[src/rtl/spmv_pkg.sv]
// Shared types and helpers for the SpMV kernel row-accumulation stage.
package spmv_pkg;

    typedef enum logic [1:0] {
        IDLE  = 2'd0,
        FETCH = 2'd1,
        WALK  = 2'd2,
        FLUSH = 2'd3
    } state_t;

    function automatic int acc_width(input int data_width);
        return 2 * data_width;
    endfunction

endpackage

[src/rtl/spmv_lane_picker.sv]
// Lowest-set-bit encoder: selects the next active lane of the current beat.
module spmv_lane_picker #(
    parameter int PARALLELISM = 4,
    localparam int IDX_W = (PARALLELISM > 1) ? $clog2(PARALLELISM) : 1
) (
    input  logic [PARALLELISM-1:0] mask,
    output logic [IDX_W-1:0]       idx,
    output logic                   any
);

    // Scan from the top so the lowest set bit is the last one written.
    always_comb begin
        idx = '0;
        any = 1'b0;
        for (int i = PARALLELISM - 1; i >= 0; i--) begin
            if (mask[i]) begin
                idx = IDX_W'(i);
                any = 1'b1;
            end
        end
    end

endmodule

[src/rtl/spmv_row_accumulator.sv]
// Sums consecutive same-row products and writes every row 0..LENGTH-1 once,
// in ascending order, zero-filling rows that received no products.
module spmv_row_accumulator
    import spmv_pkg::*;
#(
    parameter int LENGTH      = 32,
    parameter int DATA_WIDTH  = 32,
    parameter int PARALLELISM = 4,
    parameter int ACC_WIDTH   = acc_width(DATA_WIDTH),
    localparam int ADDR_WIDTH = $clog2(LENGTH)
) (
    input  logic                                  clk,
    input  logic                                  rst_n,
    input  logic                                  en,
    output logic                                  busy,
    output logic                                  done,
    output logic                                  error,
    input  logic                                  in_valid,
    output logic                                  in_ready,
    input  logic [PARALLELISM-1:0][ACC_WIDTH-1:0]  in_data,
    input  logic [PARALLELISM-1:0][ADDR_WIDTH-1:0] in_row,
    input  logic [PARALLELISM-1:0]                in_mask,
    input  logic                                  in_last,
    output logic                                  wr_valid,
    input  logic                                  wr_ready,
    output logic [ADDR_WIDTH-1:0]                 wr_addr,
    output logic [ACC_WIDTH-1:0]                  wr_data
);

    localparam int IDX_W = (PARALLELISM > 1) ? $clog2(PARALLELISM) : 1;
    localparam logic [ADDR_WIDTH-1:0] LAST_ROW = ADDR_WIDTH'(LENGTH - 1);
    localparam logic [ADDR_WIDTH:0]   ROW_END  = (ADDR_WIDTH + 1)'(LENGTH);
    localparam logic [ADDR_WIDTH:0]   ROW_ONE  = (ADDR_WIDTH + 1)'(1);

    state_t state, state_nxt;

    logic [PARALLELISM-1:0][ACC_WIDTH-1:0]  beat_data;
    logic [PARALLELISM-1:0][ADDR_WIDTH-1:0] beat_row;
    logic [PARALLELISM-1:0]                remaining;
    logic                                  last_r;

    logic signed [ACC_WIDTH-1:0] acc;
    logic [ADDR_WIDTH-1:0]       acc_row;
    logic                        acc_valid;
    logic [ADDR_WIDTH:0]         wr_row;
    logic                        error_r;
    logic                        done_r;

    logic [IDX_W-1:0]            lane_idx;
    logic                        lane_any;
    logic [PARALLELISM-1:0]      lane_bit;
    logic [ADDR_WIDTH-1:0]       lane_row;
    logic signed [ACC_WIDTH-1:0] lane_data;
    logic                        lane_below;

    logic consume, set_err, do_add, do_load, wr_fire, flush_done;

    spmv_lane_picker #(.PARALLELISM(PARALLELISM)) u_lane_picker (
        .mask (remaining),
        .idx  (lane_idx),
        .any  (lane_any)
    );

    assign lane_bit  = PARALLELISM'(1) << lane_idx;
    assign lane_row  = beat_row[lane_idx];
    assign lane_data = beat_data[lane_idx];
    // A lane behind the last accepted row can never be written in order.
    assign lane_below = ({1'b0, lane_row} < wr_row) || (acc_valid && (lane_row < acc_row));

    assign busy     = (state != IDLE);
    assign in_ready = (state == FETCH);
    assign done     = done_r;
    assign error    = error_r;
    assign wr_fire  = wr_valid && wr_ready;

    always_comb begin
        state_nxt  = state;
        wr_valid   = 1'b0;
        wr_addr    = '0;
        wr_data    = '0;
        consume    = 1'b0;
        set_err    = 1'b0;
        do_add     = 1'b0;
        do_load    = 1'b0;
        flush_done = 1'b0;
        case (state)
            IDLE: begin
                if (en) state_nxt = FETCH;
            end
            FETCH: begin
                if (in_valid) state_nxt = WALK;
            end
            WALK: begin
                if (!lane_any) begin
                    state_nxt = last_r ? FLUSH : FETCH;
                end else if (lane_below) begin
                    set_err = 1'b1;
                    consume = 1'b1;
                end else if (acc_valid && (lane_row == acc_row)) begin
                    do_add  = 1'b1;
                    consume = 1'b1;
                end else if (acc_valid) begin
                    wr_valid = 1'b1;
                    wr_addr  = acc_row;
                    wr_data  = acc;
                end else if (wr_row < {1'b0, lane_row}) begin
                    wr_valid = 1'b1;
                    wr_addr  = wr_row[ADDR_WIDTH-1:0];
                end else begin
                    do_load = 1'b1;
                    consume = 1'b1;
                end
            end
            FLUSH: begin
                if (acc_valid) begin
                    wr_valid = 1'b1;
                    wr_addr  = acc_row;
                    wr_data  = acc;
                end else if (wr_row < ROW_END) begin
                    wr_valid = 1'b1;
                    wr_addr  = wr_row[ADDR_WIDTH-1:0];
                end
                flush_done = (wr_fire && (wr_addr == LAST_ROW)) || !wr_valid;
                if (flush_done) state_nxt = IDLE;
            end
            default: state_nxt = IDLE;
        endcase
    end

    always_ff @(posedge clk or negedge rst_n) begin
        if (!rst_n) begin
            state     <= IDLE;
            done_r    <= 1'b0;
            error_r   <= 1'b0;
            acc_valid <= 1'b0;
            acc       <= '0;
            acc_row   <= '0;
            wr_row    <= '0;
            beat_data <= '0;
            beat_row  <= '0;
            remaining <= '0;
            last_r    <= 1'b0;
        end else begin
            state  <= state_nxt;
            done_r <= flush_done;
            if ((state == IDLE) && en) begin
                wr_row    <= '0;
                acc_valid <= 1'b0;
                error_r   <= 1'b0;
            end
            if ((state == FETCH) && in_valid) begin
                beat_data <= in_data;
                beat_row  <= in_row;
                remaining <= in_mask;
                last_r    <= in_last;
            end
            if (consume) remaining <= remaining & ~lane_bit;
            if (set_err) error_r <= 1'b1;
            if (do_add)  acc <= acc + lane_data;
            if (do_load) begin
                acc       <= lane_data;
                acc_row   <= lane_row;
                acc_valid <= 1'b1;
            end
            if (wr_fire) begin
                wr_row    <= wr_row + ROW_ONE;
                acc_valid <= 1'b0;
            end
        end
    end

endmodule

[config.mk]
export PLATFORM = sky130hd
export DESIGN_NAME = spmv_row_accumulator
export DESIGN_NICKNAME = d
export VERILOG_FILES = /design/src/rtl/spmv_pkg.sv /design/src/rtl/spmv_lane_picker.sv /design/src/rtl/spmv_row_accumulator.sv
export SDC_FILE = /design/constraint.sdc
export NUM_CORES = 1
export LEC_CHECK = 0
export CORE_UTILIZATION = 50
export CTS_BUF_LIST = sky130_fd_sc_hd__clkbuf_4
export DETAILED_ROUTE_END_ITERATION = 12
export PLACE_DENSITY_LB_ADDON = 0.3
export SETUP_SLACK_MARGIN = 0.05
export SLEW_MARGIN = 0
export SYNTH_ARGS = -nofsm -noshare
export SYNTH_HDL_FRONTEND = slang
export SYNTH_SLANG_ARGS = --single-unit
export TNS_END_PERCENT = 100
[constraint.sdc]
create_clock -name clk -period 5.5 [get_ports clk]
set_input_delay 1.1 -clock clk [delete_from_list [all_inputs] [get_ports clk]]
set_output_delay 1.1 -clock clk [all_outputs]
set_load 0.03 [all_outputs]
After elaboration in Yosys (flattened, before gate mapping):

Index checks and enable logic that the tools add are counted.

* register bits after elaboration: 361
* input bits: 286
* output and inout bits: 74
* logic and storage cells: 122

* $add $sub $neg: 2
* magnitude comparators: 5
* equal/unequal tests: 9
* shift operators: 1
* mux-type cells: 69
* bitwise logic cells: 2
* reduce and logical (&&, ||, !) cells: 17

Operators with widths (number)
* $mux 64: 7
* $bmux 64 s2: 1
* $pmux 64 s2: 1
* $add 64x64->64: 1
* $mux 5: 9
* $mux 1: 34
* $mux 2: 9
* $mux 6: 2
* $bmux 5 s2: 1
* $pmux 5 s2: 1
* $reduce_bool 2->1: 5
* $mux 4: 2
* $ne 2x2->1 const B: 4
* $pmux 2 s4: 1
* $add 6x1->6 const B: 1
* $logic_and 1x1->1: 6
* $lt 5x6->1: 1
* $lt 6x5->1: 1
* $lt 6x6->1 const B: 1
* $eq 5x5->1: 1
* $eq 5x5->1 const B: 1
* $lt 5x5->1: 1
* $and 4x4->4: 1
* $eq 2x2->1 const B: 2
* 10 further kinds: 11

Longest topological paths before layout:

* depth in word-level cells: 18
* mapped depth: 23
* gate-level depth less buffers: 19

Hierarchy:

Synthesis repeated with hierarchy kept, for this count alone.

* cells, all modules: 1776
* area total of the unflattened synthesis: 20389.6 µm²

Modules (own cells, without submodules)
* spmv_row_accumulator: times used 1, cells an instance 1769, area an instance 20354.5 µm², sequential area each 9033.7 µm²
* spmv_lane_picker: times used 1, cells an instance 7, area an instance 35.0 µm², sequential area each 0.0 µm²

Worst setup path after synthesis:

No wires, ideal clock.

* kind: register to output
* start point: register remaining[3]
* end point: output wr_data[0]
* arrival: 4392 ps
* required time: 4400 ps
* slack: 8 ps
* stages on the path, launching flop included: 22
* cell sequence: dfrtp_1 > nor2b_1 > nor2_1 > or2_2 > clkbuf_1 > clkbuf_1 > clkbuf_1 > nand2_1 > a21oi_1 > a221oi_1 > inv_1 > ha_1 > and4_1 > a221o_1 > o21ai_1 > a21oi_1 > o31ai_1 > o211ai_2 > a31oi_1 > nor2_2 > clkbuf_1 > and2_1

* longest elaborated chain between the ends: 12
* elaborated cells between the ends (all ways): 20
* classes of those cells: order compare: 2; eq/ne: 1; mux: 14; reduce/logical: 3

RTL lines
* start: declaration: RTL line spmv_row_accumulator.sv:39 `logic [PARALLELISM-1:0] remaining;`
* start signal: assignment: RTL line spmv_row_accumulator.sv:154 `remaining <= in_mask;`
* start signal: assignment: RTL line spmv_row_accumulator.sv:157 `if (consume) remaining <= remaining & ~lane_bit;`
* $mux 2 * (4 in series): RTL line spmv_lane_picker.sv:16 `if (mask[i]) begin`
* $bmux 5 s2 *: RTL line spmv_row_accumulator.sv:65 `assign lane_row = beat_row[lane_idx];`
* $mux 5 (not written as such) *: RTL line spmv_row_accumulator.sv:65
* net lane_row[4]: RTL line spmv_row_accumulator.sv:52 `logic [ADDR_WIDTH-1:0] lane_row;`
* $lt 5x5->1 / $eq 5x5->1 (equally long branches): RTL line spmv_row_accumulator.sv:68, spmv_row_accumulator.sv:99
* $logic_and 1x1->1, on equally long branches: RTL line spmv_row_accumulator.sv:68, spmv_row_accumulator.sv:99
* $logic_or 1x1->1 / $mux 64 (equally long branches): RTL line spmv_row_accumulator.sv:68, spmv_row_accumulator.sv:99
* $mux 64 *: RTL line spmv_row_accumulator.sv:96 `end else if (lane_below) begin`
* $mux 64 *: RTL line spmv_row_accumulator.sv:94 `if (!lane_any) begin`
* $pmux 64 s2 *: RTL line spmv_row_accumulator.sv:86 `case (state)`
* end: declaration: RTL line spmv_row_accumulator.sv:27 `output logic [ACC_WIDTH-1:0] wr_data`

Mark *: on every way through the listed nets, which the timed path passes. The rest lies on a longest branch. The select of a mux whose other input is x is not followed.

Final worst setup path:

* start point: register remaining[2]
* end point: output wr_data[18]

* longest elaborated chain between the ends: 11
* elaborated cells between the ends (all ways): 18
* classes of those cells: order compare: 2; eq/ne: 1; mux: 12; reduce/logical: 3

RTL lines (RTL line)
* $mux 2 (3 in series): spmv_lane_picker.sv:16
* $bmux 5 s2: spmv_row_accumulator.sv:65
* $mux 5 (not written as such): spmv_row_accumulator.sv:65
* $lt 5x5->1 / $eq 5x5->1 (equally long branches): spmv_row_accumulator.sv:68, spmv_row_accumulator.sv:99
* $logic_and 1x1->1, on equally long branches: spmv_row_accumulator.sv:68, spmv_row_accumulator.sv:99
* $logic_or 1x1->1 / $mux 64 (equally long branches): spmv_row_accumulator.sv:68, spmv_row_accumulator.sv:99
* $mux 64: spmv_row_accumulator.sv:96
* $mux 64 *: spmv_row_accumulator.sv:94
* $pmux 64 s2 *: spmv_row_accumulator.sv:86

Every way passes the cells marked *; elsewhere a longest branch is shown, timed or not. The select of a mux whose other input is x is not followed.

==> impl_metrics.env <==
export IMPL_setup_viol=70
export IMPL_power_density_nw_per_um2=692
export IMPL_rrSetupSlack_ps=410
export IMPL_ys_flop_type="dfrtp_1"
export IMPL_grt_pass1_vias=19800
export IMPL_core_um2=40800
export IMPL_critical_path_max_stage_delay_ps=410
export IMPL_hold_violations=0
export IMPL_hold_buffers=0
export IMPL_rsz0062_at_grt="true"
export IMPL_irDropWorstVdd_mv=0.317
export IMPL_cts_buffer_depth=3
export IMPL_path_clk_slew_ps=60
export IMPL_crit_path_max_fanout=10
export IMPL_numCtsBuffers=98
export IMPL_syn_area_um2=20700
export IMPL_fin_area_um2=27300
export IMPL_setup_ws_ps=-382
export IMPL_place_area_um2=25500
export IMPL_synth_area_leader_cell="dfrtp_1"
export IMPL_synthTopCellsByCount="1,102 x nand2_1, 361 x dfrtp_1, 210 x a21oi_1"
export IMPL_synth_cell_type_count=88
export IMPL_io_buffers=359
export IMPL_drive_gt1_frac=0.134
export IMPL_grt_max_degree=157
export IMPL_synthCells=2641
export IMPL_cts_sinks=361
export IMPL_synth_enable_flop_cells=0
export IMPL_antenna_found_initial=4
export IMPL_cp_num_buf_inv=6
export IMPL_firstDrtPassIters=6
export IMPL_viasPerCell=5.69
export IMPL_critPathLaunchType="flop"
export IMPL_fmax_mhz=170
export IMPL_grt_first_pass_wirelength_mm=113
export IMPL_multiInputGateArea_um2=11200
export IMPL_synth_top_area_frac=0.436
export IMPL_timing_rr_end="acc[32]"
export IMPL_die_area_um2=42200
export IMPL_dp_hpwl_mm=53.2
export IMPL_die_h_um=205
export IMPL_initial_core_util=0.507
export IMPL_die_w_um=205
export IMPL_setup_worst_path_end_class="primary output"
export IMPL_cpMostUsedCell="nor2_4"
export IMPL_relSlewSlack=0.283
export IMPL_cp_depth=19
export IMPL_core_rowCount=74
export IMPL_wl_per_cell_um=20.2
export IMPL_endpoint="wr_data[18]"
export IMPL_drt_iter0_drc=1852
export IMPL_final_util=0.669
export IMPL_regArea_um2=9030
export IMPL_gp_congestion=0.977
export IMPL_period_share=1.07
export IMPL_fillers=3408
export IMPL_path_class="reg2out"
export IMPL_finalWirelength_mm=73.3
export IMPL_crit_chain="buf_4 -> nor4b_1 -> a221o_2 -> nor2_4 -> inv_2 -> ha_1 -> and4_4 -> a221o_1 -> o21ai_4 -> nor2b_4 -> o31ai_4 -> o211ai_2 -> buf_6 -> a31oi_4 -> nor2_4 -> buf_8 -> buf_16 -> and2_4 -> buf_12"
export IMPL_num_vias=20600
export IMPL_syn_mean_instance_area_um2=7.84
export IMPL_h_tree_depth=3
export IMPL_yosysWarningCount=0
export IMPL_synth_most_common_cell="nand2_1"
export IMPL_status="finished, violations left"
export IMPL_slowest_stage="nor4b_1"
export IMPL_fin_skew_ps=38.9
export IMPL_cpLargestDelayFamily="compound AO/OA/AOI/OAI gates"
export IMPL_arrival_ps=4780
export IMPL_worstMarginPinSlew_ps=1080
export IMPL_root_buffer="clkbuf_4"
export IMPL_hp_class="in2async"
export IMPL_clk_latency_ps=860
export IMPL_synthTopCellsByArea="dfrtp_1 44%, nand2_1 20%, a21oi_1 5.1%, ha_1 4.4%, a221o_1 3.2%"
export IMPL_yosysSeqAreaShare=0.436
export IMPL_rr_worst_depth=17
export IMPL_async_flop_share=1.00
export IMPL_ant_nets=0
export IMPL_drv_cap=0
export IMPL_violations="setup timing"
export IMPL_rr_startpoint="remaining[1]"
export IMPL_ys_ff_latch=361
export IMPL_syn_nets=3000
export IMPL_grt_overflow_total=0
export IMPL_cts_tree="yes"
export IMPL_grt_use_total=0.352
export IMPL_io_pins=360
export IMPL_fin_nets=3380
export IMPL_drv_slew=0
export IMPL_area_delta_synth_final_pct=31.9
export IMPL_period_needed_ps=5880
export IMPL_worstSetupStartpoint="remaining[2]"
export IMPL_drcViolationCount=0
export IMPL_cp_required_ps=4400
export IMPL_p_leak_nw=13.3
[cells in the final DEF (no fill, tap or decap), types with 11 or more instances in the layout]
master / instances
o21bai_1: 11
xnor2_1: 31
and2_4: 64
a31oi_1: 17
a221o_1: 66
clkbuf_4: 135
buf_12: 72
buf_4: 60
dfrtp_1: 360
a21oi_1: 206
o21a_1: 11
a21o_1: 31
inv_1: 36
nor3_1: 20
nor2_1: 101
ha_1: 70
o211ai_1: 14
and3_1: 13
o21ai_0: 89
xor2_1: 23
clkdlybuf4s50_1: 288
nand4_1: 11
nand2_1: 1100
clkinv_1: 18
o21ai_1: 21
mux2i_1: 20
[cells by family after synthesis]
group	after synthesis	share of synthesized area
compound gates	542	0.170
fa+ha+maj	73	0.0445
buf+inv	193	0.0385
flops	361	0.436
xor+xnor	54	0.0228
simple gates	1398	0.279
mux	20	0.00967
[per-stage QoR]
stage	cells	TNS (ps)	setup slack, ps	power [mW]	hold slack, ps
floorplan	2641	0	72.6	12.2	437
global placement	3431	0	171	15.5	458
detailed placement	3431	0	145	15.7	462
CTS	3610	-21780	-347	18.6	251
global route	3620	-40860	-620	20.4	275
finish	3621	-23810	-382	18.9	265
[where the power goes]
part / switching (mW) / internal [mW] / leakage, nW / total [mW]
clock: 1.18 / 1.21 / 0.704 / 2.39
combinational: 7.26 / 4.56 / 8.07 / 11.8
sequential: 0.857 / 3.84 / 4.53 / 4.70
total: 9.30 / 9.61 / 13.3 / 18.9
[worst min path at each step]
| stage | from | to | slack, ps | depth (start not counted) |
|---|---|---|---|---|
| 2_1_floorplan | beat_row[16] | beat_row[16] | 440 | 2 |
| 3_3_place_gp | beat_data[25] | beat_data[25] | 460 | 2 |
| 3_5_place_dp | beat_data[116] | beat_data[116] | 460 | 2 |
| 4_1_cts | rst_n | acc[46] | 250 | 1 |
| 5_1_grt | rst_n | acc[58] | 270 | 1 |
| 6_report | rst_n | wr_row[4] | 270 | 1 |
[final cells by class]
type                    count  area share
clock inverters            28     0.00664
well taps                 532      0.0244
multi-input cells        2087       0.411
inverters                  38     0.00522
diodes                      7    0.000641
clock buffers             133      0.0366
repair buffers            435       0.184
flip-flops and latches    361       0.331
[per-layer routing]
metal	GRT usage	up-vias	share of wire
met4	0.114	2	0.030
met2	0.538	876	0.45
li1	-	9646	-
met5	0	-	0.00016
met3	0.0694	144	0.078
met1	0.499	9948	0.44
[state kept, by name, indices dropped and copies added (netlist names)]
signal	cells
acc	64
acc_row	5
state	2
beat_data	256
error	1
done	1
acc_valid	1
wr_row	6
beat_row	20
last_r	1
remaining	4
[repair_timing]
action	in CTS	in global routing
gates cloned	6	0
gates resized for setup	114	16
pin swaps	19	17
buffers inserted	13	4
setup endpoints to repair	70	70
No activity file was read; power rests on OpenSTA's default activity.
